## src/rtl/fetch_ctrl.sv

```systemverilog
// Instruction-fetch sequencer: produces next_pc each cycle, tracks the issued PC,
// handles stall/redirect/halt, and optionally boot-loads IMEM before running.
module fetch_ctrl #(
  parameter logic [31:0] RESET_PC   = 32'h0000_0000,
  parameter int unsigned IMEM_WORDS = 16384,
  parameter int unsigned AW         = 14,
  parameter bit          BOOT_LOAD  = 1'b0
) (
  input  logic          clk,
  input  logic          reset,
  input  logic          stall,
  input  logic          redirect,
  input  logic [31:0]   redirect_pc,
  input  logic          halt,
  input  logic          load_valid,
  input  logic [31:0]   load_data,
  input  logic          load_last,
  output logic [31:0]   next_pc,
  output logic          fetch_valid,
  output logic          imem_we,
  output logic [AW-1:0] imem_waddr,
  output logic [31:0]   imem_wdata,
  output logic          running,
  output logic          err
);

  typedef enum logic [1:0] {StLoad, StRun, StHalt} state_e;

  localparam logic [AW-1:0] LastIdx   = AW'(IMEM_WORDS - 1);
  localparam logic [29:0]   WordLimit = 30'(IMEM_WORDS);

  state_e        state_q, state_d;
  logic [31:0]   pc_q, pc_d;
  logic          first_q, first_d;
  logic [AW-1:0] load_cnt_q, load_cnt_d;
  logic          fetch_valid_q, fetch_valid_d;
  logic          err_q, err_d;
  logic          out_of_range;

  // State register
  always_ff @(posedge clk or posedge reset) begin
    if (reset) begin
      state_q       <= BOOT_LOAD ? StLoad : StRun;
      pc_q          <= RESET_PC;
      first_q       <= 1'b1;
      load_cnt_q    <= '0;
      fetch_valid_q <= 1'b0;
      err_q         <= 1'b0;
    end else begin
      state_q       <= state_d;
      pc_q          <= pc_d;
      first_q       <= first_d;
      load_cnt_q    <= load_cnt_d;
      fetch_valid_q <= fetch_valid_d;
      err_q         <= err_d;
    end
  end

  // Next-state logic
  always_comb begin
    state_d       = state_q;
    // An out-of-range target is never issued, so the PC register holds.
    pc_d          = out_of_range ? pc_q : next_pc;
    first_d       = first_q;
    load_cnt_d    = load_cnt_q;
    fetch_valid_d = 1'b0;
    err_d         = err_q;
    unique case (state_q)
      StLoad: begin
        if (load_valid) begin
          load_cnt_d = load_cnt_q + AW'(1);
          if (load_last) begin
            state_d = StRun;
            first_d = 1'b1;
          end else if (load_cnt_q == LastIdx) begin
            err_d   = 1'b1;
            state_d = StHalt;
          end
        end
      end
      StRun: begin
        first_d = 1'b0;
        if (halt) begin
          state_d = StHalt;
        end else if (out_of_range) begin
          state_d = StHalt;
          err_d   = 1'b1;
        end else begin
          fetch_valid_d = 1'b1;
        end
      end
      StHalt: begin
        state_d = StHalt;
      end
      default: begin
        state_d = StHalt;
      end
    endcase
  end

  // Outputs
  always_comb begin
    next_pc = pc_q;
    // halt outranks redirect and stall: the PC simply holds.
    if (state_q == StRun && !halt) begin
      if (first_q) begin
        next_pc = RESET_PC;
      end else if (redirect) begin
        next_pc = {redirect_pc[31:2], 2'b00};
      end else if (!stall) begin
        next_pc = pc_q + 32'd4;
      end
    end
    out_of_range = (state_q == StRun) && !halt && (next_pc[31:2] >= WordLimit);
    imem_we      = (state_q == StLoad) && load_valid && !reset;
    imem_waddr   = load_cnt_q;
    imem_wdata   = load_data;
    running      = (state_q == StRun);
  end

  assign fetch_valid = fetch_valid_q;
  assign err         = err_q;

endmodule
```

## config.mk

```make
export PLATFORM = sky130hd
export DESIGN_NAME = fetch_ctrl
export DESIGN_NICKNAME = d
export VERILOG_FILES = /design/src/rtl/fetch_ctrl.sv
export SDC_FILE = /design/constraint.sdc
export NUM_CORES = 1
export LEC_CHECK = 0
export ABC_AREA = 1
export CAP_MARGIN = 20
export CORE_MARGIN = 4
export CORE_UTILIZATION = 38
export DETAILED_ROUTE_END_ITERATION = 10
export PLACE_DENSITY = 0.67
export SLEW_MARGIN = 25
export SYNTH_ARGS = -nofsm -noshare
export SYNTH_HDL_FRONTEND = slang
export SYNTH_SLANG_ARGS = --single-unit
```

## constraint.sdc

```tcl
create_clock -name clk -period 3.1 [get_ports clk]
set_input_delay 0.62 -clock clk [delete_from_list [all_inputs] [get_ports clk]]
set_output_delay 0.62 -clock clk [all_outputs]
set_load 0.005 [all_outputs]
```

==> qor.csv <==
stage;metric;value;unit
clock_network;cts.clk_slew.worst_paths;90;ps
yosys;synth.net_count;655;
yosys;synth-edff-count;0;
yosys;synth_top_family_by_area;simple AND/OR/NAND/NOR gates;
power;switchingPower;1.01;mW
power;swShare;37.9;%
worst_setup_path;critPathMaxFanout;14;
yosys;ys_seq_area_share;31.8;%
finish;layout-drive-gt1-share;18.1;%
worst_setup_path;endpoint_kind;primary output;
yosys;ys_types;39;
sta;setup_slack;80.7;ps
sta;max_slew.worst_pin.slew;367;ps
sta;finalClockSkew;4.20;ps
yosys;async_flop_share;100;%
worst_setup_path;critPathKind;primary input to primary output;
detailed_routing;wl_per_cell;13.4;um
sta;setup_viol;0;
grt;antenna_found_initial;0;
floorplan;die_h;111;um
worst_setup_path;crit_arrival;2400;ps
grt;met2_usage;30.6;%
grt;grt-busiest-layer;met2;
yosys;synth_area_leaders;dfrtp_1 (31%), nand2_1 (13%), nor2_1 (7.6%);
clock_network;post-cts-setup-buffers;0;
grt;grt_usage;18.1;%
worst_setup_path;cp_cell_sequence;clkdlybuf4s50_1 -> inv_1 -> nand2_2 -> inv_1 -> buf_4 -> o21ai_0 -> clkdlybuf4s50_1;
clock_network;clock_sinks;51;
finish;num_antenna_cells;0;
clock_network;cts_htree_levels;2;
sta;timing.final.crit_share;97.4;%
detailed_routing;drt_iter0_markers;251;
floorplan;fp.coreArea;10300;um2
grt;grt_use_met1;23.9;%
detailed_routing;vias_per_cell;4.82;
yosys;yosys.area_share.adder;0.623;%
floorplan;die_width;111;um
yosys;synth_common_cells;nand2_1 (141), nor2_1 (81), inv_1 (58);
clock_network;clock_path_buffers;2;
finish;area_growth;31.1;%
yosys;yosys.area_share.simple;37.3;%
yosys;yosysWarnings;0;
grt;use_met3;4.04;%
detailed_routing;ant_nets;0;
sta;drv_slew;0;
detailed_routing;vias;3927;
yosys;ys_ff_latch;51;
worst_setup_path;startpoint_type;primary input;
job;maxCapViolations;0;
finish;fin_nets;751;
power;power_frac_comb;48.6;%
place;place.gp.congestion;0.932;
power;p_seq_share;36.8;%
yosys;syn_area_per_cell;6.90;um2
yosys;synthesis.area;4020;um2
floorplan;rows;37;
place;dp_slack;-215;ps
grt;overflow;0;
power;p_int;1.65;mW
outcome;status;finished, final reports clean;
clock_network;cts_root_buffer;clkbuf_8;
grt;grt_max_degree;46;
sta;rsz0062_at_grt;yes;
clock_network;tritoncts;done;
power;clkPwrFrac;14.6;%
worst_setup_path;cpLargestDelayFamily;buffers and inverters;
yosys;synth_cells;582;
floorplan;ios;153;
sta;fmax;0.331;GHz
floorplan;start_util;38.9;%
yosys;synth_ff_type;dfrtp_1;
power;ir_drop;325;uV
power;powerDensity;505;nW/um2
detailed_routing;dr.pass1.iters;5;
grt;grt_pass1_vias;3909;
yosys;synth.top_cell.area_share;30.5;%
detailed_routing;drc_errors;0;
place;hpwlAfterDp;8.44;mm
power;fin_total_pwr;2.66;mW
worst_setup_path;cp_slowest_cell;clkdlybuf4s50_1;
power;p_leak;2.34;nW
yosys;synth.most_common_cell;nand2_1;
yosys;synth-compound-area-share;13.0;%
clock_network;cts_buffers;5;
worst_setup_path;cp.buffers_inverters;5;
detailed_routing;finalWirelength;10.9;mm
clock_network;clk_latency;300;ps
hold_path;hold_class;register to register;
sta;relSlewSlack;74.9;%
worst_setup_path;max_stage_delay;570;ps
place;io_buffer_count;86;
sta;hold_violations;0;
sta;period_minus_slack;3020;ps
grt;grt_first_pass_wirelength;18.8;mm
clock_network;cts-hold-fix-buffers;0;
yosys;synth_xor_xnor_area_share;2.84;%
floorplan;die-area;12300;um2
yosys;synthMuxAreaShare;0;%
yosys;synth_area_leader_cell;dfrtp_1;
worst_setup_path;cp.required;2480;ps
final cells by class:
class,count,area [um2]
clock buffer,6,72.6
inverter,63,239
multi-input combinational,421,2180
fill,1035,5060
clock inverter,2,16.3
timing repair buffer,136,1310
sequential,51,1280
tap,136,170
layer usage:
| layer | vias up | wire length (um) |
|---|---|---|
| li1 | 2020 | - |
| met1 | 1790 | 4930 |
| met2 | 105 | 5240 |
| met3 | 12 | 626 |
| met4 | 0 | 95 |
| met5 | - | 0 |
logic make-up after synthesis:
| family | Yosys count |
|---|---|
| DFF | 51 |
| AOI/OAI and AO/OA | 85 |
| adders and majority gates | 2 |
| xor gates and xnor gates | 13 |
| and+or+nand+nor | 321 |
| buffers and inverters | 110 |
registers in the layout, summed over array words and instances, names as in the netlist:
register     count
state_q          2
fetch_valid      1
imem_waddr      14
first_q          1
pc_q            32
err              1
path summary, 6_finish.rpt:
path | end | cells after the start | slack, ps | start
worst min register to register | pc_q[1] | 2 | 480 | pc_q[1]
min in group asynchronous | imem_waddr[0] | 2 | 650 | reset
worst max-delay path | next_pc[2] | 7 | 80 | halt
worst min-delay path | pc_q[1] | 2 | 480 | pc_q[1]
worst max register to register | pc_q[7] | 18 | 550 | pc_q[3]
max in group asynchronous | first_q | 3 | 1800 | reset
stage by stage:
step	area (um2)	cells	hold WS [ps]	setup TNS, ps	utilization, %
floorplan	4020	582	436	0	-
global placement	5140	807	449	-3170	49.8
detailed placement	5140	807	457	-4320	49.8
CTS	5240	815	483	0	50.7
global route	5260	815	514	-27.5	51.0
finish	5260	815	480	0	51.0
tightest hold or removal path, delay by kind of cell, from the launching register on:
kind	cells	cell delay, ps
buf+inv	1	40
simple gates	1	50
flops	1	360
cells in the final DEF (no fill, tap or decap), types with 6 or more instances in the layout:
master / count
a21oi_1: 13
buf_4: 45
clkdlybuf4s50_1: 82
dfrtp_1: 48
inv_1: 57
nand2_1: 141
nand2_2: 22
nand3_1: 46
nand4_1: 6
nor2_1: 79
nor2_4: 11
o211ai_1: 11
o21ai_0: 20
o21ai_1: 20
o21ai_2: 13
xnor2_1: 7
xor2_1: 6
power groups by stage:
stage | Clock, mW | Sequential, mW | Combinational [mW]
floorplan | 0 | 0.955 | 0.701
global placement | 0 | 0.984 | 1.27
detailed placement | 0 | 0.986 | 1.30
CTS | 0.408 | 0.975 | 1.31
global route | 0.434 | 1.01 | 1.45
finish | 0.388 | 0.978 | 1.29
repair_timing:
action                     4_1_cts  5_1_grt
gates cloned                     0        0
hold endpoints to repair         0        0
pin swaps                        0        1
gates resized for setup          2       12
setup endpoints to repair       21       10
(Power assumes the default switching activity.)
